## src/rtl/heap_sort_pkg.sv

```systemverilog
// heap_sort_pkg: shared constants, state type and command packing for the heap-sort step
package heap_sort_pkg;
  localparam int DATA_W = 32;
  localparam int N_ELEM = 5;
  localparam int CNT_W = 3;
  localparam int VEC_W = N_ELEM * DATA_W;
  localparam int CMD_W = 197;
  localparam logic [DATA_W-1:0] PAD_VAL = 32'h7FFF_FFFF;
  localparam logic [2:0] OP_NOP = 3'b000;
  localparam logic [2:0] OP_LOAD = 3'b100;
  typedef enum logic [1:0] {COLLECT, LOAD, WAIT} feeder_state_t;
  function automatic logic [CMD_W-1:0] pack_cmd(
    input logic [2:0] op,
    input logic top_v,
    input logic [DATA_W-1:0] top,
    input logic ld_v,
    input logic [VEC_W-1:0] vec
  );
    return {op, top_v, top, ld_v, vec};
  endfunction
endpackage

```

## src/rtl/heap_sort_word_packer.sv

```systemverilog
// heap_sort_word_packer: batch vector register with slot write and flush padding
module heap_sort_word_packer
  import heap_sort_pkg::*;
(
  input  logic             clk,
  input  logic             rst_n,
  input  logic             wr_en,
  input  logic [DATA_W-1:0] wr_data,
  input  logic [CNT_W-1:0]  slot,
  input  logic             pad_en,
  input  logic [CNT_W-1:0]  fill,
  output logic [VEC_W-1:0]  vec_o
);
  logic [VEC_W-1:0] vec_q, vec_d;
  // word k sits MSB-first; on flush every slot at or beyond the fill count gets the pad word
  always_comb begin
    vec_d = vec_q;
    for (int i = 0; i < N_ELEM; i++)
      vec_d[VEC_W-1-DATA_W*i -: DATA_W] = (wr_en && slot == CNT_W'(i)) ? wr_data :
                                          (pad_en && CNT_W'(i) >= fill) ? PAD_VAL :
                                          vec_q[VEC_W-1-DATA_W*i -: DATA_W];
  end
  // vector register
  always_ff @(posedge clk or negedge rst_n)
    if (!rst_n) vec_q <= '0;
    else vec_q <= vec_d;
  assign vec_o = vec_d;
endmodule

```

## src/rtl/heap_sort_cmd_feeder.sv

```systemverilog
// heap_sort_cmd_feeder: packs input words into batches and issues LOAD commands to the sorter
module heap_sort_cmd_feeder
  import heap_sort_pkg::*;
(
  input  logic                     system1000,
  input  logic                     system1000_rstn,
  input  logic                     in_valid_i,
  input  logic signed [DATA_W-1:0] in_data_i,
  output logic                     in_ready_o,
  input  logic                     flush_i,
  input  logic                     sorter_idle_i,
  output logic [CMD_W-1:0]         cmd_o,
  output logic [CNT_W-1:0]         batch_len_o,
  output logic                     busy_o
);
  feeder_state_t state_q, state_d;
  logic [CNT_W-1:0] cnt_q, cnt_d, len_q, len_d, cnt_nxt;
  logic [CMD_W-1:0] cmd_q, cmd_d;
  logic ready_q, ready_d, busy_q, busy_d;
  logic xfer, full, do_flush, go_load;
  logic [VEC_W-1:0] vec_nxt;
  heap_sort_word_packer u_packer (
    .clk    (system1000),
    .rst_n  (system1000_rstn),
    .wr_en  (xfer),
    .wr_data(in_data_i),
    .slot   (cnt_q),
    .pad_en (do_flush),
    .fill   (cnt_nxt),
    .vec_o  (vec_nxt)
  );
  // next-state, counter and registered-output logic; the LOAD command is built from the vector as it will be after this edge
  always_comb begin
    xfer = in_valid_i & ready_q;
    cnt_nxt = cnt_q + CNT_W'(xfer);
    full = xfer && cnt_q == CNT_W'(N_ELEM - 1);
    do_flush = flush_i && state_q == COLLECT && cnt_nxt != '0;
    go_load = full || do_flush;
    state_d = state_q == COLLECT ? (go_load ? LOAD : COLLECT) :
              state_q == LOAD ? WAIT : (sorter_idle_i ? COLLECT : WAIT);
    cnt_d = (state_q == COLLECT && !go_load) ? cnt_nxt : '0;
    len_d = go_load ? cnt_nxt : len_q;
    cmd_d = go_load ? pack_cmd(OP_LOAD, 1'b0, '0, 1'b1, vec_nxt) : pack_cmd(OP_NOP, 1'b0, '0, 1'b0, '0);
    ready_d = state_d == COLLECT;
    busy_d = state_d != COLLECT;
  end
  // FSM state and registered outputs
  always_ff @(posedge system1000 or negedge system1000_rstn)
    if (!system1000_rstn) begin
      state_q <= COLLECT;
      cnt_q <= '0;
      len_q <= '0;
      cmd_q <= pack_cmd(OP_NOP, 1'b0, '0, 1'b0, '0);
      ready_q <= 1'b1;
      busy_q <= 1'b0;
    end else begin
      state_q <= state_d;
      cnt_q <= cnt_d;
      len_q <= len_d;
      cmd_q <= cmd_d;
      ready_q <= ready_d;
      busy_q <= busy_d;
    end
  assign in_ready_o = ready_q;
  assign cmd_o = cmd_q;
  assign batch_len_o = len_q;
  assign busy_o = busy_q;
endmodule

```

## config.mk

```make
export PLATFORM = sky130hd
export DESIGN_NAME = heap_sort_cmd_feeder
export DESIGN_NICKNAME = d
export VERILOG_FILES = /design/src/rtl/heap_sort_pkg.sv /design/src/rtl/heap_sort_word_packer.sv /design/src/rtl/heap_sort_cmd_feeder.sv
export SDC_FILE = /design/constraint.sdc
export NUM_CORES = 1
export LEC_CHECK = 0
export CAP_MARGIN = 15
export CORE_ASPECT_RATIO = 1.75
export CORE_MARGIN = 10
export CORE_UTILIZATION = 36
export CTS_CLUSTER_SIZE = 20
export DETAILED_ROUTE_END_ITERATION = 8
export HOLD_SLACK_MARGIN = 0.15
export SYNTH_ARGS = -nofsm -noshare
export SYNTH_HDL_FRONTEND = slang
export SYNTH_HIERARCHICAL = 1
export SYNTH_SLANG_ARGS = --single-unit
```

## constraint.sdc

```tcl
create_clock -name system1000 -period 5.2 [get_ports system1000]
set_clock_uncertainty 0.15 [all_clocks]
set_input_delay 1.04 -clock system1000 [delete_from_list [all_inputs] [get_ports system1000]]
set_output_delay 1.04 -clock system1000 [all_outputs]
set_load 0.02 [all_outputs]
```

Word level (Yosys, flattened, before mapping)
Cells that the tools add are included.
{"block": "classes", "add_sub_neg": 1, "n_lt_le_gt_ge": 5, "eq_ne": 5, "n_mux": 16, "bitwise": 1, "n_reduce_logical": 20}
{"cell": "$mux 32", "n": 10}
{"cell": "$mux 197", "n": 1}
{"cell": "$logic_and 1x1->1", "n": 13}
{"cell": "$eq 3x2->1 const B", "n": 2}
{"cell": "$ge 1x3->1 const A", "n": 2}
{"cell": "$ge 2x3->1 const A", "n": 2}
{"cell": "$mux 2", "n": 3}
{"cell": "$logic_not 2->1", "n": 2}
{"cell": "$add 3x1->3", "n": 1}
{"cell": "$eq 3x1->1 const B", "n": 1}
{"cell": "$eq 3x3->1 const B", "n": 1}
{"cell": "$ge 3x3->1 const A", "n": 1}
{"cell": "$logic_not 3->1", "n": 1}
{"cell": "$mux 3", "n": 1}
{"cell": "$reduce_bool 3->1", "n": 1}
{"cell": "$eq 2x1->1 const B", "n": 1}
{"cell": "$reduce_bool 2->1", "n": 1}
{"cell": "$and 1x1->1", "n": 1}
{"cell": "$logic_not 1->1", "n": 1}
{"cell": "$logic_or 1x1->1", "n": 1}
{"cell": "$mux 1", "n": 1}
{"block": "word_totals", "register_bits": 367, "inputBits": 37, "output_inout_bits": 202, "word_cells": 55}

Logic depth before layout (Yosys ltp)
Gate-level depths: netlist of the first run.
{"block": "logic_depth", "ltp_word": 8, "ltp_mapped": 11, "mapped_depth_nobuf": 10}

Modules after synthesis
Netlist of the first run, hierarchy kept.
{"module": "heap_sort_word_packer", "n_inst": 1, "cells_each": 505, "area_per_inst_um2": 5974.5, "seq_area_each_um2": 4003.8}
{"module": "heap_sort_cmd_feeder", "n_inst": 1, "cells_each": 407, "area_per_inst_um2": 5855.6, "seq_area_each_um2": 4280.4}

Worst setup path after synthesis of the first run
OpenSTA, ideal clock, no wires.
{"block": "synth_path", "path_kind": "input to register", "startpoint": "in in_valid_i", "endpoint": "reg cmd_q[159] (netlist: cmd_o[159])", "setup_time_ns": 0.119, "arrival_time_ns": 3.081, "path_slack_ns": 1.850, "path_stages": 11, "cell_sequence": "and2_1 > ha_1 > ha_1 > xor2_2 > o31ai_4 > nor3_1 > nand2b_1 > o31ai_4 > buf_8 > o22ai_1 > and2_1"}
{"block": "synth_via", "elab_chain_cells": 8}
{"element": "start, declared", "line": "heap_sort_cmd_feeder.sv:7", "rtl": "input logic in_valid_i,"}
{"element": "$and 1x1->1", "line": "heap_sort_cmd_feeder.sv:34", "rtl": "xfer = in_valid_i & ready_q;"}
{"element": "$add 3x1->3", "line": "heap_sort_cmd_feeder.sv:35", "rtl": "cnt_nxt = cnt_q + CNT_W'(xfer);"}
{"element": "net cnt_nxt[2]", "line": "heap_sort_cmd_feeder.sv:17", "rtl": "logic [CNT_W-1:0] cnt_q, cnt_d, len_q, len_d, cnt_nxt;"}
{"element": "$reduce_bool 3->1", "line": "heap_sort_cmd_feeder.sv:37", "rtl": "do_flush = flush_i && state_q == COLLECT && cnt_nxt != '0;"}
{"element": "$logic_and 1x1->1", "line": "heap_sort_cmd_feeder.sv:37"}
{"element": "net do_flush", "line": "heap_sort_cmd_feeder.sv:20", "rtl": "logic xfer, full, do_flush, go_load;"}
{"element": "$logic_and 1x1->1", "line": "heap_sort_word_packer.sv:20", "rtl": "(pad_en && CNT_W'(i) >= fill) ? PAD_VAL :"}
{"element": "$mux 32", "line": "heap_sort_word_packer.sv:20"}
{"element": "$mux 32", "line": "heap_sort_word_packer.sv:19", "rtl": "vec_d[VEC_W-1-DATA_W*i -: DATA_W] = (wr_en && slot == CNT_W'(i)) ? wr_data :"}
{"element": "net vec_nxt[159]", "line": "heap_sort_cmd_feeder.sv:21", "rtl": "logic [VEC_W-1:0] vec_nxt;"}
{"element": "$mux 197", "line": "heap_sort_cmd_feeder.sv:43", "rtl": "cmd_d = go_load ? pack_cmd(OP_LOAD, 1'b0, '0, 1'b1, vec_nxt) : pack_cmd(OP_NOP, 1'b0, '0, 1'b0, '0);"}
{"element": "net cmd_d[159]", "line": "heap_sort_cmd_feeder.sv:18", "rtl": "logic [CMD_W-1:0] cmd_q, cmd_d;"}
{"element": "end signal, assigned", "line": "heap_sort_cmd_feeder.sv:53", "rtl": "cmd_q <= pack_cmd(OP_NOP, 1'b0, '0, 1'b0, '0);"}
{"element": "end signal, assigned", "line": "heap_sort_cmd_feeder.sv:60", "rtl": "cmd_q <= cmd_d;"}
{"element": "end, declared", "line": "heap_sort_cmd_feeder.sv:18"}
The timed path passes the listed nets, and every way through them passes these cells.
A chain may end at the register's enable or synchronous reset.

Worst setup path after layout of the first run
{"block": "layout_path", "startpoint": "in in_valid_i", "endpoint": "reg cmd_q[137] (netlist: cmd_o[137])"}
{"block": "layout_via", "elab_chain_cells": 8}
{"element": "$and 1x1->1", "line": "heap_sort_cmd_feeder.sv:34"}
{"element": "net xfer", "line": "heap_sort_cmd_feeder.sv:20"}
{"element": "$add 3x1->3", "line": "heap_sort_cmd_feeder.sv:35"}
{"element": "net cnt_nxt[2]", "line": "heap_sort_cmd_feeder.sv:17"}
{"element": "$reduce_bool 3->1", "line": "heap_sort_cmd_feeder.sv:37"}
{"element": "$logic_and 1x1->1", "line": "heap_sort_cmd_feeder.sv:37"}
{"element": "net do_flush", "line": "heap_sort_cmd_feeder.sv:20"}
{"element": "$logic_and 1x1->1", "line": "heap_sort_word_packer.sv:20"}
{"element": "$mux 32", "line": "heap_sort_word_packer.sv:20"}
{"element": "$mux 32", "line": "heap_sort_word_packer.sv:19"}
{"element": "net vec_nxt[137]", "line": "heap_sort_cmd_feeder.sv:21"}
{"element": "$mux 197", "line": "heap_sort_cmd_feeder.sv:43"}
{"element": "net cmd_d[137]", "line": "heap_sort_cmd_feeder.sv:18"}
The timed path passes the listed nets, and every way through them passes these cells.

==> reports/results.ini, run 1 <==
[floorplanning]
chipWidth_um = 157.0
start_util_pct = 36.59
core_area_um2 = 32330
overall_die_area_um2 = 40800
die_y_um = 259.8
placement_rows = 87
floorplan.io_pins = 239

[detailed_routing]
post_drt_via_cell_ratio = 4.804
detail_route.first_pass.iterations = 4
ant_nets = 0
route.vias.total = 7336
postRouteWirelength_mm = 31.65
routed_wire_length_per_instance_um = 20.73
drt_iter0_markers = 384
route.detailed.drc = 0

[power]
switching_power_mw = 2.703
power.clock.fraction_pct = 25.1
flop_pwr_share_pct = 42.5
leakagePower_nw = 6.399
pwr-share-comb_pct = 32.4
power.internal_mw = 5.756
power.share.switching_pct = 31.95
power_per_cell_area_nw_per_um2 = 559.4
vdd_ir_drop_max_v = 0.0002993

[synthesis]
most_area_consuming_cells_after_synthesis = dfrtp_1 (70%), and2_1 (8.7%), o22a_1 (6.9%)
synthDominantCellAreaShare_pct = 69.80
post_synth_instance_area_um2 = 11830
yosys.cell_types.count = 35
synth_warnings = 6
gate_count_after_technology_mapping = 912
count_leader_synth = dfrtp_1
seq_area_frac_synth_pct = 70.03
postSynth.asyncResetShare_pct = 100.0
synth.avg_cell_area_um2 = 12.97
ys_ff_latch = 331
synth_flop_cell = dfrtp_1
post_synth_most_frequent_cells = dfrtp_1 (330), and2_1 (165), nor2_1 (127)
post-synth-top-area-cell = dfrtp_1
synth_enable_flop_cells = 0

[clocking]
root_buffer = clkbuf_16
clkTransAtPathRegs_ns = 0.06
cts.repair_timing.setup_buffer_count = 0
cts_hold_repair.buffers = 0
cts_made_buffers = 29
clk_latency_ns = 0.57
post_cts_resized = 0
cts_max_level = 1
cts_num_sinks = 331
clk_path_buf_depth = 3
tritoncts = done

[layout]
n_antenna_cell = 0
fillers = 2893
finalNetCount = 1146
layoutNonFillerInstCount = 1527
area.growth.synth_to_final_pct = 27.82
layout-drive-gt1-share_pct = 7.631

[global_routing]
all_layer_global_routing_usage_pct = 15.40
antenna_violations_before_repair = 0
grt-ovfl-total = 0
grt_max_degree = 110
first_pass_grt_wire_length_mm = 48.51
via_count_of_the_first_global_routing_pass = 7892

[worst_hold_path]
timing.hold.worst_path_depth = 1
hold_start = u_packer/vec_q[94]$_DFF_PN0_
hold_path_end = u_packer/vec_q[94]$_DFF_PN0_
hold_path_class = reg -> reg

[place]
post-place-ws_ns = 0.4474
port_buffers = 203
placed_cells_incl_taps = 1476
final_gp_congestion = 0.7850
place_hpwl_mm = 21.53

[sta]
totalNegativeSetupSlack_ns = 0
final.period_utilization_pct = 79.06
relSlewSlack_pct = 37.59
finalSetupViolCount = 0
drv_slew = 0
fin_ws_ns = 1.089
grt_setup_unrepaired = false
finalWorstPathRequiredPeriod_ns = 4.111
fin_hold_ws_ns = 0.3275
final_hold_viol_count = 0
timing_limited_maximum_frequency_mhz = 243.2
timing_worst_slew_pin_value_ns = 0.9362

[worst_setup_path]
max_stage_delay_ns = 0.49
cpMaxStageDelayCell = clkdlybuf4s50_1
cp-start-kind = input pin
timing.critical_path.cells = clkdlybuf4s50_1 -> and2_1 -> ha_1 -> ha_1 -> xor2_2 -> o31ai_4 -> nor3_1 -> nand2b_1 -> o31ai_4 -> buf_4 -> o22a_1 -> and2_1
cpLargestDelayFamily = simple AND/OR/NAND/NOR gates
critical_path_required_ns = 5.55
rr_endpoint = cmd_o[137]$_DFF_PN0_
setup.worst_path.end_class = register
timing.setup.critical_path_class = in -> reg
worst-path-buf-inv = 2
cp_data_arrival_time_ns = 4.46
worst-r2r-setup-slack_ns = 1.56
worst_path_maximum_fanout = 15
r2r_cells = 11
timing.critical_path.depth = 12
r2r_start = in_ready_o$_DFF_PN1_

[flow_run]
maxCapViolCount = 0

[run_status]
outcome = finished clean

## cell usage in the layout, fill, tap and decap left out, types with 8 or more instances in the layout
cell type	count
conb_1	35
a21oi_1	63
nor2_1	127
clkdlybuf4s50_1	202
clkbuf_8	8
dfrtp_1	330
and2_1	165
buf_4	18
clkbuf_16	29
o22a_1	93
## cell type report
cell class | count | area (um2) | share of cell area (%)
Clock buffer | 43 | 858.3 | 5.676
Tap cell | 400 | 500.5 | 3.310
Sequential cell | 331 | 8284 | 54.79
Inverter | 5 | 18.77 | 0.1241
Clock inverter | 8 | 80.08 | 0.5296
Timing Repair Buffer | 225 | 2252 | 14.89
Multi-Input combinational cell | 515 | 3127 | 20.68
## worst max path at each step
| stage | end | startpoint |
|---|---|---|
| CTS | cmd_o[133]$_DFF_PN0_ | in_valid_i |
| finish | cmd_o[137]$_DFF_PN0_ | in_valid_i |
| global route | cmd_o[133]$_DFF_PN0_ | in_valid_i |
| floorplan | cmd_o[159]$_DFF_PN0_ | in_valid_i |
| detailed placement | cmd_o[134]$_DFF_PN0_ | in_valid_i |
| global placement | cmd_o[131]$_DFF_PN0_ | in_valid_i |
## registers in the layout, summed over array words and instances, names as in the netlist
register,flops
cmd_o,161
u_packer/vec_q,160
batch_len_o,3
cnt_q,3
state_q,2
busy_o,1
in_ready_o,1
## worst reg2reg max path: stages, from the launching register on
cell      delay [ns]
dfstp_2         0.52
and2_1          0.31
ha_1            0.22
ha_1            0.18
xor2_2          0.35
o31ai_4         0.12
nor3_1          0.33
nand2b_1        0.28
o31ai_4         0.46
buf_4           0.33
o22a_1          0.21
and2_1          0.12
## per-layer routing
| metal | up-vias | GRT usage (%) | routed length, um |
|---|---|---|---|
| met4 | 0 | 7.325 | 1329 |
| met5 | - | 0 | 0 |
| li1 | 3334 | - | - |
| met2 | 210 | 26.98 | 16440 |
| met3 | 61 | 3.553 | 2023 |
| met1 | 3731 | 17.22 | 11860 |
## logic make-up after synthesis
group,count (synthesis),synth area share (%)
mux,3,0.2855
fa+ha+maj,2,0.2115
other cells,1,0.03170
xor+xnor,1,0.1375
buf+inv,100,5.024
simple gates,305,13.64
flops,331,70.03
compound gates,169,10.64
## metrics by stage
step | utilization (%) | power [mW] | instance area [um2]
6_report | 46.77 | 8.459 | 15120
5_1_grt | 46.77 | 8.907 | 15120
4_1_cts | 46.77 | 8.599 | 15120
3_5_place_dp | 43.87 | 6.441 | 14180
3_3_place_gp | 43.87 | 6.393 | 14180
2_1_floorplan | - | 5.088 | 11960
## power groups by stage
stage | clock [mW] | combinational, mW | sequential, mW
2_1_floorplan | 0 | 1.02 | 4.07
3_3_place_gp | 0 | 2.76 | 3.64
3_5_place_dp | 0 | 2.79 | 3.65
4_1_cts | 2.19 | 2.80 | 3.60
5_1_grt | 2.30 | 2.95 | 3.66
6_report | 2.13 | 2.74 | 3.59
Note: power is estimated with default switching activity, not from simulation.
==> run 2: changes to the inputs <==
Clock period 5.2 ns to 4.3 ns, I/O delays scaled along.
==> run 2 against run 1 <==
  * Worst setup slack got worse by 0.076 ns
  * First-iteration DRC count rose by 6.8%
  * Hold slack worse by 0.15 ns
  * Routed wire length barely moved
  * Core utilization grew 0.31 points
  * Clock power is 25% higher
  * Largest cell class unchanged
  * Final area up 0.65%
  * Critical path depth is the same
  * Power is 22% higher
  * Sequential share of layout area down 0.36 points
==> reports/results.ini, run 2 (synthesized netlist as in run 1, its figures left out) <==
[run_status]
outcome = finished clean

[layout]
layout.core_utilization_pct = 47.08  ; +0.31 points
n_antenna_cell = 0  ; unchanged
largest_register_ff_count = 161  ; unchanged
layout-drive-gt1-share_pct = 8.451  ; +0.82 points
area.growth.synth_to_final_pct = 28.65
layout.cell_area.non_filler_um2 = 15220  ; +0.65%
layout_commonest_cell = dfrtp_1
layoutNonFillerInstCount = 1536  ; +0.59%
most-common-layout-cells = dfrtp_1 (330), clkdlybuf4s50_1 (202), and2_1 (165), nor2_1 (127), o22a_1 (93)
finalNetCount = 1152  ; +0.52%
fillers = 2878  ; -0.52%

[sta]
timing_limited_maximum_frequency_mhz = 304.2
totalNegativeSetupSlack_ns = 0  ; unchanged
final.period_utilization_pct = 76.46
drv_slew = 0  ; unchanged
relSlewSlack_pct = 42.30  ; +4.7 points
timing_worst_slew_pin_value_ns = 0.8656  ; -0.07066 ns
grt_setup_unrepaired = false
final_hold_viol_count = 0  ; unchanged
finalWorstPathRequiredPeriod_ns = 3.288
fin_ws_ns = 1.012  ; -0.07629 ns
finalSetupViolCount = 0  ; unchanged

[flow_run]
maxCapViolCount = 0  ; unchanged

[worst_hold_path]
hold_path_class = in -> async

[place]
place_hpwl_mm = 21.39  ; -0.69%
port_buffers = 203  ; unchanged
placed_cells_incl_taps = 1482  ; +0.41%
final_gp_congestion = 0.7753  ; -1.2%
post-place-ws_ns = 0.4049  ; -0.04247 ns
placedInstanceArea_um2 = 14230  ; +0.32%

[power]
power_per_cell_area_nw_per_um2 = 679.2  ; +21%
vdd_ir_drop_max_v = 0.0004425  ; +48%
leakagePower_nw = 6.454  ; +0.86%

[global_routing]
groute.layer.met1.usage_pct = 17.49  ; +0.26 points
met3_usage_pct = 3.041  ; -0.51 points
antenna_violations_before_repair = 0  ; unchanged
grt_max_degree = 109  ; -0.91%
first_pass_grt_wire_length_mm = 47.94  ; -1.2%
all_layer_global_routing_usage_pct = 15.31  ; -0.090 points
grt-ovfl-total = 0  ; unchanged
via_count_of_the_first_global_routing_pass = 7853  ; -0.49%
grtUsageMet2_pct = 27.49  ; +0.51 points
grt.busiest_layer = met2

[detailed_routing]
drt_iter0_markers = 410  ; +6.8%
routed_wire_length_per_instance_um = 20.59  ; -0.66%
postRouteWirelength_mm = 31.63  ; about the same
route.detailed.drc = 0  ; unchanged
route.vias.total = 7326  ; -0.14%
detail_route.first_pass.iterations = 4  ; unchanged
post_drt_via_cell_ratio = 4.770  ; -0.72%
ant_nets = 0  ; unchanged

[floorplanning]
start_util_pct = 36.59  ; unchanged
core_area_um2 = 32330  ; unchanged
overall_die_area_um2 = 40800  ; unchanged
chipWidth_um = 157.0  ; unchanged
floorplan.io_pins = 239  ; unchanged
die_y_um = 259.8  ; unchanged
placement_rows = 87  ; unchanged

[clocking]
clkTransAtPathRegs_ns = 0.07  ; about the same
clk_latency_ns = 0.56  ; about the same
cts_made_buffers = 29  ; unchanged
clk_path_buf_depth = 3  ; unchanged
cts.repair_timing.setup_buffer_count = 0  ; unchanged
cts_hold_repair.buffers = 0  ; unchanged
cts_num_sinks = 331  ; unchanged
tritoncts = done
cts_max_level = 1  ; unchanged
root_buffer = clkbuf_16
post_cts_resized = 0  ; unchanged

[worst_setup_path]
setup.worst_path.end_class = register
cp-start-kind = input pin
worst_path_maximum_fanout = 11  ; -4
cp_data_arrival_time_ns = 3.63  ; -0.83 ns
timing.setup.critical_path_class = in -> reg
critical_path_required_ns = 4.64  ; -0.91 ns

[run 2: worst max-delay path, stage by stage]
cell             delay [ns]
clkdlybuf4s50_1        0.45
and2_1                 0.18
ha_1                   0.17
ha_1                   0.18
xor2_2                 0.23
o31ai_4                0.11
nor3_1                 0.22
nand2b_1               0.25
o21ai_4                0.45
buf_4                  0.24
o22a_1                 0.16
and2_1                 0.13
[run 2: where the power goes]
group          internal (mW)  switching [mW]
clock                   1.54            1.13
sequential              4.01           0.344
combinational           1.52            1.80
[run 2: worst paths after layout]
kind,to,slack (ns),depth (start not counted),start
max,cmd_o[75]$_DFF_PN0_,1.01,12,in_valid_i
min,u_packer/vec_q[99]$_DFF_PN0_,0.18,1,system1000_rstn
max reg2reg,cmd_o[75]$_DFF_PN0_,1.26,11,in_ready_o$_DFF_PN1_
min reg2reg,u_packer/vec_q[99]$_DFF_PN0_,0.33,1,u_packer/vec_q[99]$_DFF_PN0_
max in group asynchronous,u_packer/vec_q[12]$_DFF_PN0_,2.79,2,system1000_rstn
min in group system1000,u_packer/vec_q[99]$_DFF_PN0_,0.33,1,u_packer/vec_q[99]$_DFF_PN0_
[run 2: through the flow]
step	power, mW	hold WS [ns]
finish	10.34	0.1765
global route	10.88	0.2571
CTS	10.51	0.2455
detailed placement	7.804	0.3172
global placement	7.753	0.3095
floorplan	6.153	0.3002
[run 2: layer usage]
| layer | vias to the layer above | wire [um] |
|---|---|---|
| met2 | 229 | 16850 |
| met4 | 0 | 934 |
| met5 | - | 0 |
| li1 | 3343 | - |
| met3 | 50 | 1856 |
| met1 | 3704 | 11990 |
[run 2: final cells by class]
| class | count | area, um2 | area share [%] |
|---|---|---|---|
| Clock inverter | 10 | 110.1 | 0.7234 |
| Multi-Input combinational cell | 515 | 3127 | 20.54 |
| Timing Repair Buffer | 231 | 2297 | 15.09 |
| Inverter | 5 | 18.77 | 0.1233 |
| Sequential cell | 331 | 8284 | 54.43 |
| Clock buffer | 44 | 882.1 | 5.796 |
| Tap cell | 400 | 500.5 | 3.288 |
